<file path="src/rtl/sram_store_unit.sv">
// sram_store_unit: in-order store buffer feeding an asynchronous SRAM write
// port. Stores are formatted (byte enables, lane replication) when they are
// enqueued, then retired one at a time through a SETUP/WRITE/HOLD cycle with a
// programmable write-strobe width.

`ifndef RST_EN
`define RST_EN 1'b1
`endif
`ifndef ALU_OP_BUS
`define ALU_OP_BUS 7:0
`endif
`ifndef REG_DATA_BUS
`define REG_DATA_BUS 31:0
`endif
`ifndef SRAM_DATA_BUS
`define SRAM_DATA_BUS 31:0
`endif
`ifndef SRAM_BSEL_BUS
`define SRAM_BSEL_BUS 3:0
`endif
`ifndef EXE_SB_OP
`define EXE_SB_OP 8'b11101000
`endif
`ifndef EXE_SW_OP
`define EXE_SW_OP 8'b11101011
`endif
`ifndef EXE_LW_OP
`define EXE_LW_OP 8'b11100011
`endif

module sram_store_unit #(
   parameter int DEPTH       = 2,
   parameter int WAIT_CYCLES = 1,
   parameter int ADDR_W      = 20
) (
   input  logic                   CLK,
   input  logic                   RST,
   input  logic                   REQ_VALID,
   output logic                   REQ_READY,
   input  logic [`ALU_OP_BUS]     REQ_OP,
   input  logic [31:0]            REQ_ADDR,
   input  logic [`REG_DATA_BUS]   REQ_DATA,
   output logic                   ADDR_ERR,
   output logic                   DRAINED,
   output logic [ADDR_W-1:0]      SRAM_ADDR,
   output logic [`SRAM_DATA_BUS]  SRAM_WDATA,
   output logic [`SRAM_BSEL_BUS]  SRAM_BE,
   output logic                   SRAM_CE_N,
   output logic                   SRAM_WE_N
);

   localparam int PTR_W  = (DEPTH > 1) ? $clog2(DEPTH) : 1;
   localparam int CNT_W  = PTR_W + 1;
   localparam int WCNT_W = (WAIT_CYCLES > 1) ? $clog2(WAIT_CYCLES) : 1;

   typedef enum logic [1:0] {
      ST_IDLE  = 2'd0,
      ST_SETUP = 2'd1,
      ST_WRITE = 2'd2,
      ST_HOLD  = 2'd3
   } state_t;

   // Active-low byte enable for a single byte store in the given lane.
   function automatic logic [3:0] sb_byte_en(input logic [1:0] lane);
      logic [3:0] be;
      case (lane)
         2'd0:    be = 4'b1110;
         2'd1:    be = 4'b1101;
         2'd2:    be = 4'b1011;
         2'd3:    be = 4'b0111;
         default: be = 4'b1111;
      endcase
      return be;
   endfunction

   // Buffer storage (pre-formatted entries) and control state.
   logic [ADDR_W-1:0]  addr_mem_r [DEPTH];
   logic [31:0]        data_mem_r [DEPTH];
   logic [3:0]         be_mem_r   [DEPTH];
   logic [PTR_W-1:0]   wr_ptr_r;
   logic [PTR_W-1:0]   rd_ptr_r;
   logic [CNT_W-1:0]   count_r;
   state_t             state_r;
   logic [WCNT_W-1:0]  wcnt_r;

   logic [ADDR_W-1:0]  sram_addr_r;
   logic [31:0]        sram_wdata_r;
   logic [3:0]         sram_be_r;
   logic               sram_ce_n_r;
   logic               sram_we_n_r;
   logic               addr_err_r;

   logic               is_sb_s;
   logic               is_sw_s;
   logic               accept_s;
   logic               misalign_s;
   logic               push_s;
   logic               pop_s;
   logic               full_s;
   logic [ADDR_W-1:0]  fmt_addr_s;
   logic [31:0]        fmt_data_s;
   logic [3:0]         fmt_be_s;
   logic [PTR_W-1:0]   rd_next_s;

   state_t             state_nx_s;
   logic [WCNT_W-1:0]  wcnt_nx_s;
   logic [ADDR_W-1:0]  head_addr_s;
   logic [31:0]        head_data_s;
   logic [3:0]         head_be_s;
   logic [ADDR_W-1:0]  addr_nx_s;
   logic [31:0]        wdata_nx_s;
   logic [3:0]         be_nx_s;
   logic               ce_n_nx_s;
   logic               we_n_nx_s;

   assign full_s    = (count_r == CNT_W'(DEPTH));
   assign REQ_READY = (RST != `RST_EN) && !full_s;
   assign DRAINED   = (count_r == CNT_W'(0)) && (state_r == ST_IDLE);
   assign pop_s     = (state_r == ST_HOLD);
   assign rd_next_s = rd_ptr_r + PTR_W'(1);

   assign SRAM_ADDR  = sram_addr_r;
   assign SRAM_WDATA = sram_wdata_r;
   assign SRAM_BE    = sram_be_r;
   assign SRAM_CE_N  = sram_ce_n_r;
   assign SRAM_WE_N  = sram_we_n_r;
   assign ADDR_ERR   = addr_err_r;

   // Decode the incoming request and build the formatted buffer entry.
   always_comb begin
      is_sb_s    = (REQ_OP == `EXE_SB_OP);
      is_sw_s    = (REQ_OP == `EXE_SW_OP);
      accept_s   = REQ_VALID && REQ_READY;
      misalign_s = is_sw_s && (REQ_ADDR[1:0] != 2'b00);
      push_s     = accept_s && (is_sb_s || (is_sw_s && !misalign_s));
      fmt_addr_s = REQ_ADDR[ADDR_W+1:2];
      if (is_sb_s) begin
         fmt_be_s   = sb_byte_en(REQ_ADDR[1:0]);
         fmt_data_s = {4{REQ_DATA[7:0]}};
      end else begin
         fmt_be_s   = 4'b0000;
         fmt_data_s = REQ_DATA;
      end
   end

   // Entry that the next SETUP will present: leaving HOLD the head advances,
   // and a store pushed in that same cycle into an otherwise empty buffer is
   // forwarded directly so back-to-back retirement has no idle gap.
   always_comb begin
      if (state_r == ST_HOLD) begin
         if (count_r > CNT_W'(1)) begin
            head_addr_s = addr_mem_r[rd_next_s];
            head_data_s = data_mem_r[rd_next_s];
            head_be_s   = be_mem_r[rd_next_s];
         end else begin
            head_addr_s = fmt_addr_s;
            head_data_s = fmt_data_s;
            head_be_s   = fmt_be_s;
         end
      end else begin
         head_addr_s = addr_mem_r[rd_ptr_r];
         head_data_s = data_mem_r[rd_ptr_r];
         head_be_s   = be_mem_r[rd_ptr_r];
      end
   end

   // Next-state logic for the SRAM write cycle, plus next values of the
   // registered SRAM pins (decoded from the state being entered).
   always_comb begin
      state_nx_s = state_r;
      wcnt_nx_s  = wcnt_r;
      case (state_r)
         ST_IDLE: begin
            if (count_r != CNT_W'(0)) begin
               state_nx_s = ST_SETUP;
            end else begin
               state_nx_s = ST_IDLE;
            end
         end
         ST_SETUP: begin
            state_nx_s = ST_WRITE;
            wcnt_nx_s  = WCNT_W'(WAIT_CYCLES - 1);
         end
         ST_WRITE: begin
            if (wcnt_r == WCNT_W'(0)) begin
               state_nx_s = ST_HOLD;
            end else begin
               wcnt_nx_s = wcnt_r - WCNT_W'(1);
            end
         end
         ST_HOLD: begin
            if ((count_r > CNT_W'(1)) || push_s) begin
               state_nx_s = ST_SETUP;
            end else begin
               state_nx_s = ST_IDLE;
            end
         end
         default: state_nx_s = ST_IDLE;
      endcase

      addr_nx_s  = sram_addr_r;
      wdata_nx_s = sram_wdata_r;
      be_nx_s    = sram_be_r;
      ce_n_nx_s  = 1'b1;
      we_n_nx_s  = 1'b1;
      case (state_nx_s)
         ST_IDLE: begin
            be_nx_s = 4'b1111;
         end
         ST_SETUP: begin
            addr_nx_s  = head_addr_s;
            wdata_nx_s = head_data_s;
            be_nx_s    = head_be_s;
            ce_n_nx_s  = 1'b0;
         end
         ST_WRITE: begin
            ce_n_nx_s = 1'b0;
            we_n_nx_s = 1'b0;
         end
         ST_HOLD: begin
            ce_n_nx_s = 1'b0;
         end
         default: begin
            be_nx_s = 4'b1111;
         end
      endcase
   end

   // Buffer payload write; contents need no reset because count gates them.
   always_ff @(posedge CLK) begin
      if (push_s) begin
         addr_mem_r[wr_ptr_r] <= fmt_addr_s;
         data_mem_r[wr_ptr_r] <= fmt_data_s;
         be_mem_r[wr_ptr_r]   <= fmt_be_s;
      end
   end

   // Buffer pointers and occupancy.
   always_ff @(posedge CLK or posedge RST) begin
      if (RST == `RST_EN) begin
         wr_ptr_r <= PTR_W'(0);
         rd_ptr_r <= PTR_W'(0);
         count_r  <= CNT_W'(0);
      end else begin
         if (push_s) begin
            wr_ptr_r <= wr_ptr_r + PTR_W'(1);
         end
         if (pop_s) begin
            rd_ptr_r <= rd_next_s;
         end
         case ({push_s, pop_s})
            2'b10:   count_r <= count_r + CNT_W'(1);
            2'b01:   count_r <= count_r - CNT_W'(1);
            default: count_r <= count_r;
         endcase
      end
   end

   // FSM state, strobe counter, registered SRAM pins and error pulse.
   always_ff @(posedge CLK or posedge RST) begin
      if (RST == `RST_EN) begin
         state_r      <= ST_IDLE;
         wcnt_r       <= WCNT_W'(0);
         sram_addr_r  <= ADDR_W'(0);
         sram_wdata_r <= 32'h0000_0000;
         sram_be_r    <= 4'b1111;
         sram_ce_n_r  <= 1'b1;
         sram_we_n_r  <= 1'b1;
         addr_err_r   <= 1'b0;
      end else begin
         state_r      <= state_nx_s;
         wcnt_r       <= wcnt_nx_s;
         sram_addr_r  <= addr_nx_s;
         sram_wdata_r <= wdata_nx_s;
         sram_be_r    <= be_nx_s;
         sram_ce_n_r  <= ce_n_nx_s;
         sram_we_n_r  <= we_n_nx_s;
         addr_err_r   <= accept_s && misalign_s;
      end
   end

endmodule
</file>
<file path="config.mk">
export PLATFORM = sky130hd
export DESIGN_NAME = sram_store_unit
export DESIGN_NICKNAME = d
export VERILOG_FILES = /design/src/rtl/sram_store_unit.sv
export SDC_FILE = /design/constraint.sdc
export NUM_CORES = 1
export LEC_CHECK = 0
export CORE_MARGIN = 4
export CORE_UTILIZATION = 65
export CTS_CLUSTER_SIZE = 25
export DETAILED_ROUTE_END_ITERATION = 7
export DONT_BUFFER_PORTS = 1
export GPL_ROUTABILITY_DRIVEN = 0
export GPL_TIMING_DRIVEN = 0
export PLACE_DENSITY = 0.88
export SLEW_MARGIN = 20
export SYNTH_ARGS = -nofsm -noshare
export SYNTH_HDL_FRONTEND = slang
export SYNTH_SLANG_ARGS = --single-unit
</file>
<file path="constraint.sdc">
create_clock -name CLK -period 8.63 [get_ports CLK]
set_input_delay 1.726 -clock CLK [delete_from_list [all_inputs] [get_ports CLK]]
set_output_delay 1.726 -clock CLK [all_outputs]
set_load 0.005 [all_outputs]
</file>
=== After elaboration in Yosys (flattened, before gate mapping) ===
Memory sizes are Yosys's and may differ from the RTL's.
Cells that the tools add are included.

* Add/sub/neg operators: 5
* Bitwise gates (word level): 1
* Reductions and logical operators: 21
* Eq/ne operators: 14
* Order comparisons: 1
* Multiplexer cells: 21

{| class="wikitable"
|+ Operators by type and width
! cell !! count
|-
| 2-to-1 mux 32 bit || 3
|-
| 2-to-1 mux 20 bit || 2
|-
| == test 2 bit (second input constant) || 8
|-
| == test 8 bit (second input constant) || 2
|-
| one-hot mux 4 bit (4 select lines) || 1
|-
| 2-to-1 mux 4 bit || 3
|-
| nonzero test 2 bit || 5
|-
| == test 2 x 1 -> 1 bit (second input constant) || 4
|-
| logical NOT 2 bit || 4
|-
| one-hot mux 2 bit (4 select lines) || 1
|-
| one-hot mux 4 bit (2 select lines) || 1
|-
| logical AND 1 bit || 7
|-
| 2-to-1 mux 1 bit || 7
|-
| one-hot mux 2 bit (2 select lines) || 1
|-
| OR reduction 3 bit || 1
|-
| adder 1 bit (second input constant) || 2
|-
| adder 2 x 1 -> 2 bit (second input constant) || 1
|-
| > comparator 2 x 1 -> 1 bit (second input constant) || 1
|-
| logical NOT 1 bit || 2
|-
| logical OR 1 bit || 2
|-
| 2-to-1 mux 2 bit || 1
|-
| one-hot mux 1 bit (2 select lines) || 1
|-
| subtractor 2 x 1 -> 2 bit (second input constant) || 1
|-
| inverter 1 bit || 1
|-
| subtractor 1 bit (second input constant) || 1
|}

* Logic and storage cells: 77
* Input bits: 75
* Output and inout port bits: 61
* Flip-flop bits (word level): 66
* Memories: 3
* Memory bits (writable): 112

{| class="wikitable"
|+ Memory list
! name !! depth !! width !! rd ports !! clocked after Yosys merged registers in !! write ports !! RTL line !! RTL
|-
| data_mem_r || 2 || 32 || 2 || 0 || 1 || 78 || <nowiki>logic [31:0] data_mem_r [DEPTH];</nowiki>
|-
| addr_mem_r || 2 || 20 || 2 || 0 || 1 || 77 || <nowiki>logic [ADDR_W-1:0] addr_mem_r [DEPTH];</nowiki>
|-
| be_mem_r || 2 || 4 || 2 || 0 || 1 || 79 || <nowiki>logic [3:0] be_mem_r [DEPTH];</nowiki>
|}

=== Logic depth before layout (Yosys ltp) ===
* Word-level depth: 12
* Depth in mapped cells: 11
* Gate-level depth less buffers: 8

=== Worst setup path after synthesis ===
No wires, ideal clock.

* Kind: input port to flip-flop
* Start point: in REQ_OP[4]
* End point: mem addr_mem_r[0][0], enable pin
* Cell stages on the path: 4
* Slack: 3.438 ns
* Path buffers: 0
* Arrival: 4.722 ns
* Data required time: 8.160 ns
* Cell sequence: and4bb_2 > nand4_1 > o21bai_1 > nor2_1

* Cells in the longest elaborated chain, start to end: 8

{| class="wikitable"
|+ RTL lines
! element !! RTL line !! RTL
|-
| start: declaration || 40 || <nowiki>input logic [`ALU_OP_BUS] REQ_OP,</nowiki>
|-
| == test 8 bit (no source line) || n/a ||
|-
| logical AND 1 bit || 134 || <nowiki>misalign_s = is_sw_s && (REQ_ADDR[1:0] != 2'b00);</nowiki>
|-
| logical NOT 1 bit || 135 || <nowiki>push_s = accept_s && (is_sb_s || (is_sw_s && !misalign_s));</nowiki>
|-
| logical AND 1 bit || 135 ||
|-
| logical OR 1 bit (*) || 135 ||
|-
| logical AND 1 bit (*) || 135 ||
|-
| 2-to-1 mux 1 bit (*) || 231 || <nowiki>if (push_s) begin</nowiki>
|-
| 2-to-1 mux 1 bit (implied by the code) (*) || 232 || <nowiki>addr_mem_r[wr_ptr_r] <= fmt_addr_s;</nowiki>
|-
| end: declaration || 77 ||
|}

Every way passes the cells marked *; elsewhere a longest branch is shown, timed or not.

=== Worst setup path after layout ===
* Start point: reg count_r[1]
* End point: out DRAINED

* Cells in the longest elaborated chain, start to end: 2

{| class="wikitable"
|+ RTL lines
! element !! RTL line !! RTL
|-
| start: declaration || 82 || <nowiki>logic [CNT_W-1:0] count_r;</nowiki>
|-
| start signal: assignment || 252 || <nowiki>2'b10: count_r <= count_r + CNT_W'(1);</nowiki>
|-
| start signal: assignment || 253 || <nowiki>2'b01: count_r <= count_r - CNT_W'(1);</nowiki>
|-
| start signal: assignment || 254 || <nowiki>default: count_r <= count_r;</nowiki>
|-
| logical NOT 2 bit || 118 || <nowiki>assign DRAINED = (count_r == CNT_W'(0)) && (state_r == ST_IDLE);</nowiki>
|-
| logical AND 1 bit || 118 ||
|-
| end: declaration || 44 || <nowiki>output logic DRAINED,</nowiki>
|}

No other way between the ends.

==> results.ini <==
[worst_setup_path]
rr_worst_depth = 10
cp.required_ps = 6900
start_kind = register
path_cells = buf_6 > clkbuf_1 > inv_1 > ha_1 > and2_1
cp_slowest_cell = clkbuf_1
critPathBufInv = 3
critPathMaxFanout = 10
r2r-start = count_r[1]
timing.reg2reg.setup_slack_ps = 5160
r2r-end = SRAM_WDATA[8]
critPathKind = reg -> out
cp_data_arrival_time_ps = 2040
path_delay_family = buffers and inverters
cpPeakStageDelay_ps = 480
end_kind = primary output

[hold_path]
hold_path_class = reg -> reg
whs_endpoint = SRAM_BE[3]
hold_depth = 2
hp-start = SRAM_BE[3]

[power_and_ir_drop]
p_leak_uw = 0.00383
p_per_area_nw_per_um2 = 361
peakVddDrop_mv = 0.178

[sta]
max_slew_margin = 0.534
rsz0062_at_grt = false
hold_viol = 0
post-route-period-util = 0.436
final-setup-viol-count = 0
setup_tns_ps = 0
fin_skew_ps = 8.35
hold_ws_ps = 510
tightest_slew_ps = 696
final_max_slew_viol_count = 0
fin_crit_ps = 3760
clock.fmax_mhz = 266

[clock_tree]
cts.path.max_buffers = 2
clk_pin_slew_ps = 70
cts_resized = 0
clk-insertion-delay-late_ps = 440
cts.sinks = 177
h-tree-depth = 4
hold_buffers = 0
cts-root-buf = clkbuf_16
numCtsBuffers = 17
cts_setup_buffers = 0
cts_tree = yes

[drt]
wl_per_cell_microns = 26.5
ant_nets = 0
drt_first_iter_violations = 1141
drc = 0
via_count = 7362
drt-pass1-iter-count = 6
totalWireLength_mm = 26.6
via_per_inst = 7.34

[die]
ios = 136
core-area_sq_um = 13500
die_x_microns = 126
die_y_microns = 126
initial_core_util = 0.675
dieArea_sq_um = 16000
rows = 42

[yosys]
synth_top_family_by_area = compound AO/OA/AOI/OAI gates
synth.distinct_cells = 49
synth_compound_area_frac = 0.164
synth_common_cells = 112 x edfxtp_1, 63 x inv_1, 63 x nor2_1
synth_xor_xnor_area_share = 0.00385
syn_avg_cell_area_sq_um = 11.6
synth_edf_count = 112
ys_top_cells_by_area = edfxtp_1 37%, dfrtp_1 16%, nor4bb_1 4.1%
yosysWarnings = 0
netlist_area_sq_um = 9110
yosysTopAreaCell = edfxtp_1
syn_inst = 788
synth-simple-area-share = 0.150
seq_area_frac_synth = 0.549
async_flop_share = 0.367
yosys.area_share.adder = 0.0110
ys_seq_elements = 177
synthFlopType = edfxtp_1
synth_mux_area_frac = 0.0610
synthesis.nets = 871
yosysMostFrequentCell = edfxtp_1
synth_top_area_frac = 0.369

[global_routing]
grt_util_all_layers = 0.328
grt_overflow = 0
grt_pass1_vias = 7404
antenna_found_initial = 0
grt_max_degree = 53
grt_pass1_wl_mm = 41.2

[layout]
nNetsFinal = 897
drive_gt1_frac = 0.156
fillers = 836
antenna_cells = 0
area_delta_synth_final_pct = 11.7

[placed_design]
dp_hpwl_mm = 18.0
port_buffers = 0

[run_status]
outcome = completed

[job]
maxCapViolCount = 0

## through the flow
step                 util  setup slack, ps  power, uW  instances  cell area (sq um)
floorplan               -             3440       2340        788               9110
global placement    0.691             1940       2700        964               9330
detailed placement  0.705             4770       2790        971               9530
CTS                 0.753             4930       3640       1003              10200
global route        0.753             4850       3840       1003              10200
finish              0.753             4870       3670       1003              10200
## state kept, by name (all words and copies together) (netlist names)
register,cells
wr_ptr_r,1
data_mem_r,64
count_r,2
addr_mem_r,40
ADDR_ERR,1
SRAM_WDATA,32
be_mem_r,8
state_r,2
SRAM_ADDR,20
SRAM_CE_N,1
SRAM_BE,4
SRAM_WE_N,1
rd_ptr_r,1
## worst max-delay path by stage
stage / startpoint / end / slack (ps) / depth (start not counted)
6_report: count_r[1] / DRAINED / 4870 / 5
5_1_grt: count_r[1] / DRAINED / 4850 / 5
4_1_cts: count_r[1] / DRAINED / 4930 / 5
3_5_place_dp: REQ_OP[4] / addr_mem_r[1][12] / 4770 / 7
3_3_place_gp: REQ_OP[4] / addr_mem_r[0][2] / 1940 / 4
2_1_floorplan: REQ_OP[4] / addr_mem_r[0][0] / 3440 / 4
## power breakdown
part / leakage, uW / internal (uW) / switching (uW)
clock network: 0.000311 / 525 / 321
registers: 0.00179 / 1080 / 124
logic: 0.00174 / 657 / 968
## worst register-to-register path, delay by kind of cell, from the launching register on
kind / cells / cell delay [ps]
AO/OA/AOI/OAI: 2 / 660
adder cells (fa/ha/maj): 1 / 390
buffers and inverters: 5 / 1480
flip-flops: 1 / 370
multiplexers: 1 / 220
AND/OR/NAND/NOR: 1 / 270
## cells by family (layout without fill, tap and decap cells)
logic type / Yosys count / in the layout
AO/OA/AOI/OAI: 183 / 183
XOR/XNOR: 4 / 4
adder cells (fa/ha/maj): 8 / 8
buffers and inverters: 135 / 174
flip-flops: 177 / 177
multiplexers: 52 / 52
AND/OR/NAND/NOR: 229 / 229
## cell usage in the layout (no fill, tap or decap), drive strengths merged, types with 3 or more instances in the layout
| cell | netlist | final |
|---|---|---|
| a221oi | 3 | 3 |
| a2bb2oi | 28 | 28 |
| a311o | 28 | 28 |
| a31oi | 7 | 7 |
| and4bb | 13 | 13 |
| buf | 22 | 29 |
| bufinv | 0 | 5 |
| clkbuf | 49 | 69 |
| clkinv | 1 | 6 |
| dfrtp | 59 | 59 |
| dfstp | 6 | 6 |
| edfxtp | 112 | 112 |
| ha | 8 | 8 |
| inv | 63 | 63 |
| mux2 | 28 | 28 |
| mux2i | 24 | 24 |
| nand2 | 60 | 60 |
| nor2 | 63 | 63 |
| nor2b | 9 | 9 |
| nor3 | 6 | 6 |
| nor4bb | 37 | 37 |
| o21ai | 30 | 30 |
| o221ai | 25 | 25 |
| o22ai | 3 | 3 |
| o311ai | 27 | 27 |
| o32ai | 24 | 24 |
| or2 | 28 | 28 |
| xnor2 | 3 | 3 |
## area by class of cell
cell class,instances,area [sq um],area share
Buffer,71,322,0.0316
Clock buffer,20,457,0.0449
Clock inverter,12,188,0.0185
Inverter,64,243,0.0239
Multi-Input combinational cell,476,3570,0.351
Sequential cell,177,5000,0.491
Tap cell,176,220,0.0216
Timing Repair Buffer,7,180,0.0177
## per-layer routing
layer	routed length (microns)	GRT usage	up-vias
met3	3160	0.100	138
met4	1320	0.175	0
met1	9180	0.389	3584
met5	0	0	-
li1	-	-	3053
met2	12900	0.540	587
(Power assumes the default switching activity.)
